===== src/rtl/contador_bcd_4dig.sv =====
// Prescaled 4-digit BCD up/down counter with synchronous clamped load and a
// debounced pause/run push-button; feeds the 7-segment display scanner.
module contador_bcd_4dig #(
   parameter int PRESC_MAX  = 9_999_999,
   parameter int DEB_CYCLES = 50_000
) (
   input  logic        clk,
   input  logic        rst,
   input  logic        en,
   input  logic        up_dn,
   input  logic        load,
   input  logic [15:0] load_val,
   input  logic        pause_btn,
   output logic [15:0] digits,
   output logic        tick,
   output logic        carry,
   output logic        running
);

   localparam int PW = (PRESC_MAX > 0) ? $clog2(PRESC_MAX + 1) : 1;
   localparam int DW = (DEB_CYCLES > 1) ? $clog2(DEB_CYCLES) : 1;
   localparam logic [PW-1:0] PRESC_TOP = PW'(PRESC_MAX);
   localparam logic [DW-1:0] DEB_TOP   = DW'(DEB_CYCLES - 1);

   logic [PW-1:0] presc;
   logic          count_en;
   logic [15:0]   stepped;
   logic [15:0]   clamped;
   logic          chain;
   logic [3:0]    step_nib;
   logic [3:0]    load_nib;
   logic          sync0;
   logic          sync1;
   logic [DW-1:0] deb_cnt;
   logic          deb_level;

   assign count_en = en && running;

   // Ripple the +1/-1 through the digits; chain still set at the end means every digit wrapped.
   always_comb begin
      stepped = digits;
      chain   = 1'b1;
      for (int i = 0; i < 4; i++) begin
         step_nib = digits[4*i +: 4];
         if (chain) begin
            if (up_dn) begin
               if (step_nib >= 4'd9) begin
                  stepped[4*i +: 4] = 4'd0;
               end else begin
                  stepped[4*i +: 4] = step_nib + 4'd1;
                  chain             = 1'b0;
               end
            end else begin
               if (step_nib == 4'd0) begin
                  stepped[4*i +: 4] = 4'd9;
               end else begin
                  stepped[4*i +: 4] = (step_nib > 4'd9) ? 4'd8 : step_nib - 4'd1;
                  chain             = 1'b0;
               end
            end
         end
      end
   end

   always_comb begin
      clamped  = load_val;
      load_nib = 4'd0;
      for (int i = 0; i < 4; i++) begin
         load_nib = load_val[4*i +: 4];
         clamped[4*i +: 4] = (load_nib > 4'd9) ? 4'd9 : load_nib;
      end
   end

   // Load outranks a step landing in the same cycle; a paused or disabled counter keeps its prescaler phase.
   always_ff @(posedge clk or posedge rst) begin
      if (rst) begin
         presc  <= '0;
         digits <= 16'h0000;
         tick   <= 1'b0;
         carry  <= 1'b0;
      end else if (load) begin
         presc  <= '0;
         digits <= clamped;
         tick   <= 1'b0;
         carry  <= 1'b0;
      end else if (count_en) begin
         if (presc == PRESC_TOP) begin
            presc  <= '0;
            digits <= stepped;
            tick   <= 1'b1;
            carry  <= chain;
         end else begin
            presc  <= presc + 1'b1;
            tick   <= 1'b0;
            carry  <= 1'b0;
         end
      end else begin
         tick  <= 1'b0;
         carry <= 1'b0;
      end
   end

   // The debounced level only moves after DEB_CYCLES consecutive differing samples; its rising edge flips running.
   always_ff @(posedge clk or posedge rst) begin
      if (rst) begin
         sync0     <= 1'b0;
         sync1     <= 1'b0;
         deb_cnt   <= '0;
         deb_level <= 1'b0;
         running   <= 1'b1;
      end else begin
         sync0 <= pause_btn;
         sync1 <= sync0;
         if (sync1 == deb_level) begin
            deb_cnt <= '0;
         end else if (deb_cnt == DEB_TOP) begin
            deb_cnt   <= '0;
            deb_level <= sync1;
            if (sync1) begin
               running <= ~running;
            end
         end else begin
            deb_cnt <= deb_cnt + 1'b1;
         end
      end
   end

endmodule

===== config.mk =====
export PLATFORM = sky130hd
export DESIGN_NAME = contador_bcd_4dig
export DESIGN_NICKNAME = d
export VERILOG_FILES = /design/src/rtl/contador_bcd_4dig.sv
export SDC_FILE = /design/constraint.sdc
export NUM_CORES = 1
export LEC_CHECK = 0
export BUFFER_PORTS_ARGS = -buffer_cell sky130_fd_sc_hd__buf_2
export CAP_MARGIN = 0
export CORE_MARGIN = 8
export CORE_UTILIZATION = 60
export DETAILED_ROUTE_END_ITERATION = 12
export PLACE_DENSITY = 0.81
export SYNTH_ARGS = -nofsm -noshare
export SYNTH_HDL_FRONTEND = slang
export SYNTH_SLANG_ARGS = --single-unit

===== constraint.sdc =====
create_clock -name clk -period 4.7 [get_ports clk]
set_input_delay 0.94 -clock clk [delete_from_list [all_inputs] [get_ports clk]]
set_output_delay 0.94 -clock clk [all_outputs]
set_load 0.02 [all_outputs]

* Yosys cells after proc, flatten, opt, wreduce, memory -nomap -nowiden
Cells that the tools add are included.
** Operators by class
- Bitwise operators :: 2
- Add/sub/neg operators :: 10
- Reductions and logical operators :: 16
- Eq/ne operators :: 3
- Muxes and demuxes :: 52
- Magnitude comparators :: 12
** Operators with widths (count)
- $mux W4 :: 23
- $mux W16 :: 5
- $mux W24 :: 3
- $gt A4 B4 Y1 const B :: 8
- $add A24 B1 Y24 const B :: 1
- $eq A24 B24 Y1 const B :: 1
- $mux W1 :: 21
- $add A16 B1 Y16 const B :: 1
- $add A4 B1 Y4 const B :: 4
- $eq A16 B16 Y1 const B :: 1
- $ge A4 B4 Y1 const B :: 4
- $logic_not A4 Y1 :: 4
- $sub A4 B1 Y4 const B :: 4
- $reduce_and A3 Y1 :: 4
- $reduce_bool A2 Y1 :: 5
- $reduce_and A2 Y1 :: 2
- $not A1 Y1 :: 2
- $eq A1 B1 Y1 :: 1
- $logic_and A1 B1 Y1 :: 1
** Word-level totals
- Logic and storage cells :: 107
- Output and inout port bits :: 19
- Register bits :: 62
- Input bits :: 22

* Longest topological paths before layout
Gate-level depths: netlist of run 1.
- Word-level depth :: 9
- Depth in mapped cells :: 9

* Least setup slack after synthesis of run 1
Ideal clock, no wire load.
- Path type :: input port to flip-flop
- From :: in up_dn
- To :: reg digits[14]
- Data arrival time :: 2339 ps
- Cell stages on the path :: 7
- Library setup time :: 124 ps
- Slack :: 2237 ps
- Required time :: 4576 ps
- Path through :: clkbuf_1 buf_1 clkbuf_1 a21oi_1 o31ai_1 nor4_1 a211o_1
** On the way
- Word-level cells in the longest chain between the ends :: 5
** RTL lines
- start, declared :: RTL line 10 : input logic up_dn,
- $mux W1 or $mux W4 (tied branches) :: RTL line 46 : if (up_dn) begin
- $mux W1 or $mux W4 (tied branches) :: RTL line 45 : if (chain) begin
- $mux W1 or $mux W16 (tied branches) :: RTL line 45, 87
- $reduce_bool A2 Y1 (no line) or $mux W16 (tied branches)
- $reduce_and A3 Y1 (no line) or $mux W16 (tied branches)
- end signal, assigned :: RTL line 83 : digits <= clamped;
- end signal, assigned :: RTL line 89 : digits <= stepped;
- end, declared :: RTL line 14 : output logic [15:0] digits,
Several ways; a longest one is shown, not always the timed one. The select of a mux whose other input is x is not followed.
A chain may end at the register's enable or synchronous reset.

* Worst setup path in the final report of run 1
- From :: reg digits[0]
- To :: reg digits[12]
** On the way
- Word-level cells in the longest chain between the ends :: 7
** RTL lines (RTL line)
- $ge A4 B4 Y1 or $logic_not A4 Y1 (tied branches) :: 47, 54
- $mux W1, on equally long branches :: 47, 54
- $mux W1 * :: 46
- $mux W1 * (2 in a row) :: 45
- $reduce_bool A2 Y1 (no line) *
- $reduce_and A3 Y1 (no line) *
Mark *: on every way between the ends. The rest lies on a longest branch, timed or not.

==> results of run 1 <==
## stage by stage
stage               hold WS [ns]  std cells  area [sq um]  worst slack, ns
finish                    0.3521        576          4477            1.942
floorplan                 0.3312        458          4043            2.220
global route              0.3666        576          4477            1.811
detailed placement        0.3416        560          4278            1.799
CTS                       0.3580        576          4477            1.965
global placement          0.3317        560          4278            1.872
## worst max-delay path, delay by kind of cell (launching register included)
kind / cells / cell delay, ns
AO/OA/AOI/OAI: 1 / 0.25
buffers and inverters: 1 / 0.12
flip-flops: 1 / 0.48
AND/OR/NAND/NOR: 4 / 1.61
adder cells (fa/ha/maj): 1 / 0.24
## area by class of cell
| class | instances | area share |
|---|---|---|
| clock inverters | 6 | 0.01369 |
| repair buffers | 41 | 0.04639 |
| inverters | 23 | 0.01928 |
| flip-flops and latches | 62 | 0.3468 |
| well taps | 80 | 0.02236 |
| clock buffers | 10 | 0.03074 |
| multi-input cells | 354 | 0.5207 |
## power by group
part / leakage, uW / switching [uW] / internal, uW / total (uW)
Sequential: 0.000824 / 35.8 / 550 / 586
Clock: 0.000102 / 213 / 257 / 470
Combinational: 0.000955 / 127 / 91.8 / 219
Total: 0.00188 / 376 / 899 / 1270
## cells in the mapped netlist, drive strengths merged (3+ instances only)
cell / instances / share of area
nand2b: 6 / 0.0093
xnor2: 28 / 0.061
a22oi: 3 / 0.0056
a31oi: 4 / 0.0062
clkbuf: 17 / 0.016
and4: 3 / 0.0065
o21ai: 24 / 0.030
nor2b: 5 / 0.0077
o22ai: 5 / 0.0077
mux2i: 11 / 0.027
nor3b: 6 / 0.011
or2: 5 / 0.0077
o31ai: 3 / 0.0056
nand3: 21 / 0.026
inv: 22 / 0.020
nand4: 8 / 0.012
nand2: 33 / 0.031
nor4b: 4 / 0.0087
or4: 3 / 0.0065
dfrtp: 61 / 0.38
o21a: 6 / 0.011
nor2: 62 / 0.058
nor3: 13 / 0.016
mux2: 3 / 0.0084
xor2: 12 / 0.026
and3: 6 / 0.0093
ha: 17 / 0.053
o21bai: 5 / 0.0093
a21oi: 9 / 0.011
nand3b: 4 / 0.0074
nor4: 13 / 0.022
## metal layers
metal  up-vias  track usage
met5         -            0
met4         0      0.07074
met3        16      0.04623
met2        86       0.3419
met1      1654       0.2293
li1       1696            -
## registers in the layout, summed over array words and instances (netlist names)
| name | flops |
|---|---|
| digits | 16 |
| deb_level | 1 |
| carry | 1 |
| deb_cnt | 16 |
| sync1 | 1 |
| tick | 1 |
| presc | 24 |
| running | 1 |
| sync0 | 1 |
## cell families (layout without fill, tap and decap cells)
family                     Yosys count  count (layout)
DFF                                 62              62
adders and majority gates           17              17
and+or+nand+nor                    200             200
xor gates and xnor gates            40              40
buffers and inverters               42              80
muxes                               16              16
AOI/OAI and AO/OA                   81              81
## worst max path at each step
| stage | start | end | slack [ns] | cells after the start |
|---|---|---|---|---|
| 6_report | digits[0] | digits[12] | 1.94 | 7 |
| 3_5_place_dp | up_dn | digits[12] | 1.80 | 6 |
| 4_1_cts | digits[0] | digits[12] | 1.96 | 7 |
| 5_1_grt | digits[0] | digits[15] | 1.81 | 7 |
| 3_3_place_gp | up_dn | digits[12] | 1.87 | 6 |
| 2_1_floorplan | rst | carry | 2.22 | 1 |
==> impl_metrics.json, run 1 <==
{
  "gp_congestion": 0.8680,
  "mostFrequentLayoutCell": "nor2_1",
  "hold_buffers": 0,
  "area_growth_pct": 10.74,
  "antenna_found_initial": 0,
  "dr_wl_met2_mm": 4.470,
  "whs_endpoint": "sync1",
  "grt_use_total": 0.1963,
  "synth_area_sq_um": 4043,
  "layout_common_cells": "nor2_1, dfrtp_1, buf_2",
  "grt_max_degree": 46,
  "whs_path_depth": 0,
  "ff2ff_path_depth": 7,
  "dr.first_iter.drc_count": 140,
  "dr_wl_met3_um": 494,
  "max_stage_delay_ns": 0.60,
  "p_per_area_nw_per_um2": 284.8,
  "cts_resized": 0,
  "finalSetupViolations": 0,
  "worstMarginPinSlew_ns": 0.9337,
  "remaining_drc_errors": 0,
  "wl_met1_mm": 3.832,
  "fin_tns_setup_ns": 0,
  "synth_ff_type": "dfrtp_1",
  "seq_area_sq_um": 1553,
  "num_rows": 30,
  "postCtsSetupRepairBufs": 0,
  "required_ns": 4.97,
  "multi_input_comb_area_sq_um": 2331,
  "cap_violations": 0,
  "crit_type": "flop to flop",
  "rr_endpoint": "digits[12]",
  "syn_avg_cell_area_sq_um": 8.827,
  "cp-start-kind": "flop",
  "ant_nets": 0,
  "synth_compound_area_frac": 0.1353,
  "synth_edf_count": 0,
  "cts.path.max_buffers": 2,
  "post-route-util": 0.6738,
  "firstDrtPassIters": 4,
  "r2r-start": "digits[0]",
  "synthAdderAreaFrac": 0.05262,
  "fin_nets": 530,
  "async_flop_share": 1.000,
  "vias": 3452,
  "hold_viol": 0,
  "drive_above_1_share": 0.1492,
  "clock.fmax_mhz": 362.6,
  "min_period_ns": 2.758,
  "p_leak_uw": 0.001881,
  "numCtsBuffers": 9,
  "die_h_um": 98.09,
  "grt_overflow": 0,
  "worstHoldPathType": "flop to flop",
  "crit_top_cell": "nand4_1",
  "synthSimpleGateAreaFrac": 0.2553,
  "synth.distinct_cells": 67,
  "clock-root-buffer": "clkbuf_8",
  "synth_mux_area_frac": 0.04673,
  "slowest_stage": "or4b_1",
  "synth_seq_cells": 62,
  "max_slew_margin": 0.3766,
  "yosysSeqAreaShare": 0.3841,
  "htreeDepth": 3,
  "outcome": "complete, no violations",
  "cp_cell_sequence": "inv_1 -> ha_1 -> or3b_2 -> o22ai_1 -> nand4_1 -> or4b_1 -> nand4_1",
  "grt_pass1_vias": 3479,
  "totalWireLength_mm": 8.952,
  "antenna_cells": 0,
  "rsz0062_at_grt": "false",
  "synth.net_count": 497,
  "worst_ep_arrival_time_ns": 3.03,
  "dp_hpwl_mm": 6.530,
  "routed.top_layer": "met4",
  "maxSlewViolCount": 0,
  "fill_cells": 550,
  "finClkSkew_ns": 0.01343,
  "hp-start": "sync0",
  "clk_latency_ns": 0.33,
  "ir_drop_mv": 0.2090,
  "finalCritPeriodShare": 0.5868,
  "io_buffers": 40,
  "end_kind": "flop",
  "die-area_sq_um": 9621,
  "synth_warnings": 0,
  "post_drt_via_cell_ratio": 5.993,
  "chipWidth_um": 98.09,
  "synthXorXnorAreaFrac": 0.08666,
  "netlist_instances": 458,
  "coreArea_sq_um": 6644,
  "clk_pin_slew_ns": 0.08,
  "path_max_fanout": 9,
  "r2r_setup_slack_ns": 1.94,
  "wl_per_cell_um": 15.54,
  "start_util": 0.6085,
  "synth_top_family_by_area": "simple AND/OR/NAND/NOR gates",
  "cts_sinks": 62,
  "finalPower_uw": 1275,
  "top_level_ports": 41,
  "grt_pass1_wl_mm": 15.82,
  "cts_tree": "built"
}
Note: power is estimated with default switching activity, not from simulation.
==> run 2: changes to the inputs <==
--- a/config.mk
+++ b/config.mk
@@ -5,6 +5,7 @@
 export SDC_FILE = /design/constraint.sdc
 export NUM_CORES = 1
 export LEC_CHECK = 0
+export ABC_AREA = 1
 export BUFFER_PORTS_ARGS = -buffer_cell sky130_fd_sc_hd__buf_2
 export CAP_MARGIN = 0
 export CORE_MARGIN = 8
==> constraint.sdc (replaced) <==
create_clock -name clk -period 2.8 [get_ports clk]
set_input_delay 0.56 -clock clk [delete_from_list [all_inputs] [get_ports clk]]
set_output_delay 0.56 -clock clk [all_outputs]
set_load 0.02 [all_outputs]
==> run 2 against run 1 <==
  * Worst hold slack worse by 0.032 ns
  * Fmax rose by 32%
  * Utilization is 0.52 points lower
  * Synthesized area rose by 7.5%
  * Register-to-register slack got worse by 1.2 ns
  * Highest routed layer unchanged
  * Clock skew decreased by 0.0052 ns
  * Critical path depth up 1
  * Critical endpoint is now digits[13]
  * Sequential cell count stayed put
  * Final cell count is 32% higher
==> impl_metrics.json, run 2 <==
{
  "outcome": "complete, no violations",
  "max_slew_margin": 0.4475,
  "antenna_found_initial": 0,
  "firstDrtPassIters": 7,
  "yosysMostFrequentCell": "nand2_1",
  "crit_type": "flop to flop",
  "grt_overflow": 0,
  "die-area_sq_um": 10220,
  "async_flop_share": 1.000,
  "clock-root-buffer": "clkbuf_8",
  "worstHoldPathType": "input pin to flop",
  "cp-start-kind": "flop",
  "htreeDepth": 3,
  "largest_register_ffs": 24,
  "largestRegisters": "presc (24), deb_cnt (16), digits (16)",
  "dpl-instance-area_sq_um": 4604,
  "whs_endpoint": "sync0",
  "hp-start": "pause_btn",
  "synth_warnings": 0,
  "numCtsBuffers": 9,
  "p_leak_uw": 0.002330,
  "ff2ff_path_depth": 8,
  "worstMarginPinSlew_ns": 0.8288,
  "finClkSkew_ns": 0.008201,
  "cap_violations": 0,
  "power.share.clock": 0.255,
  "vias": 4201,
  "worst_ep_arrival_time_ns": 2.33,
  "fin_area_sq_um": 4772,
  "finalCritPeriodShare": 0.7474,
  "sw_frac_of_total": 0.4028,
  "mostFrequentLayoutCell": "nand2_1",
  "ys_top_cells_by_area": "dfrtp_1, nand2_1, nor2_1, inv_1, nand3_1",
  "io_buffers": 40,
  "top_level_ports": 41,
  "cts_resized": 0,
  "postCtsSetupRepairBufs": 0,
  "p_per_area_nw_per_um2": 576.3,
  "clock.fmax_mhz": 477.9,
  "syn_avg_cell_area_sq_um": 7.029,
  "whs_path_depth": 1,
  "synth_ff_type": "dfrtp_1",
  "fin_nets": 697,
  "dp_hpwl_mm": 7.733,
  "chipWidth_um": 101.1,
  "grt_pass1_wl_mm": 18.05,
  "path_max_fanout": 20,
  "maxSlewViolCount": 0,
  "remaining_drc_errors": 0,
  "num_rows": 31,
  "p_int_uw": 1642,
  "ir_drop_mv": 0.3715,
  "r2r-start": "presc[0]",
  "cts_tree": "built",
  "dr.first_iter.drc_count": 257,
  "wl_per_cell_um": 13.74,
  "gp_congestion": 0.8824,
  "die_h_um": 101.1,
  "area_growth_pct": 9.850,
  "layout_common_cells": "nand2_1, nor2_1, dfrtp_1",
  "post_drt_via_cell_ratio": 5.513,
  "synth_seq_cells": 62,
  "synth.distinct_cells": 38,
  "synth.net_count": 657,
  "hold_viol": 0,
  "p_sw_uw": 1108,
  "fin_tns_setup_ns": 0,
  "required_ns": 3.04,
  "r2r_setup_slack_ns": 0.71,
  "grt_max_degree": 63,
  "critPathLaunch": "presc[0]",
  "clk_latency_ns": 0.35,
  "rsz0062_at_grt": "false",
  "yosys.area.top_type": "dfrtp_1",
  "synth_area_sq_um": 4344,
  "yosysSeqAreaShare": 0.3574,
  "synth_edf_count": 0,
  "netlist_instances": 618,
  "drive_above_1_share": 0.1689,
  "power_frac_comb": 0.344,
  "coreArea_sq_um": 7137,
  "totalWireLength_mm": 10.47,
  "finalSetupViolations": 0,
  "cts_sinks": 62,
  "end_kind": "flop",
  "antenna_cells": 0,
  "min_period_ns": 2.093,
  "rr_endpoint": "digits[13]",
  "grt_pass1_vias": 4061,
  "synth_top_area_frac": 0.3514,
  "cts.path.max_buffers": 2,
  "yosys-top-cells-count": "nand2_1, nor2_1, dfrtp_1, inv_1, nand3_1",
  "hold_buffers": 0,
  "grt_use_total": 0.2166,
  "top_register": "presc",
  "start_util": 0.6087,
  "clk_pin_slew_ns": 0.07,
  "ant_nets": 0,
  "pwr-share-seq": 0.401
}
==> run 2: critical path, stage by stage, from the launching register on <==
cell and delay [ns]:
dfrtp_1 0.42, ha_1 0.23, nand3_1 0.10, nor2_2 0.12, nand3_2 0.12, o21ai_2 0.66, nand2_2 0.17, nand2_1 0.10
nand2_1 0.05
==> run 2: worst max-delay path by stage <==
stage	depth (start not counted)	endpoint	slack, ns
6_report	8	digits[13]	0.71
5_1_grt	8	digits[12]	0.46
4_1_cts	8	digits[13]	0.69
3_5_place_dp	8	digits[13]	0.69
3_3_place_gp	8	digits[12]	0.78
2_1_floorplan	1	carry	0.70
==> run 2: final cells by class <==
cell class	instances	area (sq um)
Multi-Input combinational cell	472	2446
Clock buffer	12	145.1
Sequential cell	62	1553
Clock inverter	4	22.52
Tap cell	99	123.9
Fill cell	642	2365
Timing Repair Buffer	42	215.2
Inverter	71	266.5
==> run 2: per-layer routing <==
metal  up-vias  routed length (um)  global-route usage
li1       2072                   -                   -
met1      1966                4512              0.2555
met2       136                5149              0.3740
met3        27                 573             0.04351
met4         0                 232             0.08706
met5         -                   0                   0
==> run 2: logic make-up after synthesis <==
logic type               share of synthesized area
AO/OA/AOI/OAI                              0.08698
buffers and inverters                      0.07949
adder cells (fa/ha/maj)                    0.04896
AND/OR/NAND/NOR                             0.3908
XOR/XNOR                                   0.03629
flip-flops                                  0.3574
==> run 2: stage by stage <==
| step | utilization | setup slack (ns) | cells | hold WS, ns | total power [uW] |
|---|---|---|---|---|---|
| floorplan | - | 0.7003 | 618 | 0.3312 | 1813 |
| global placement | 0.6452 | 0.7850 | 746 | 0.3324 | 2010 |
| detailed placement | 0.6452 | 0.6931 | 746 | 0.3371 | 2052 |
| CTS | 0.6687 | 0.6874 | 762 | 0.3191 | 2749 |
| global route | 0.6687 | 0.4634 | 762 | 0.3180 | 2941 |
| finish | 0.6687 | 0.7073 | 762 | 0.3200 | 2750 |
==> run 2: power by group through the flow <==
stage               combinational, uW  sequential [uW]  clock, uW
floorplan                         666             1150          0
global placement                  901             1110          0
detailed placement                937             1120          0
CTS                               941             1100        710
global route                     1070             1110        753
finish                            945             1100        702
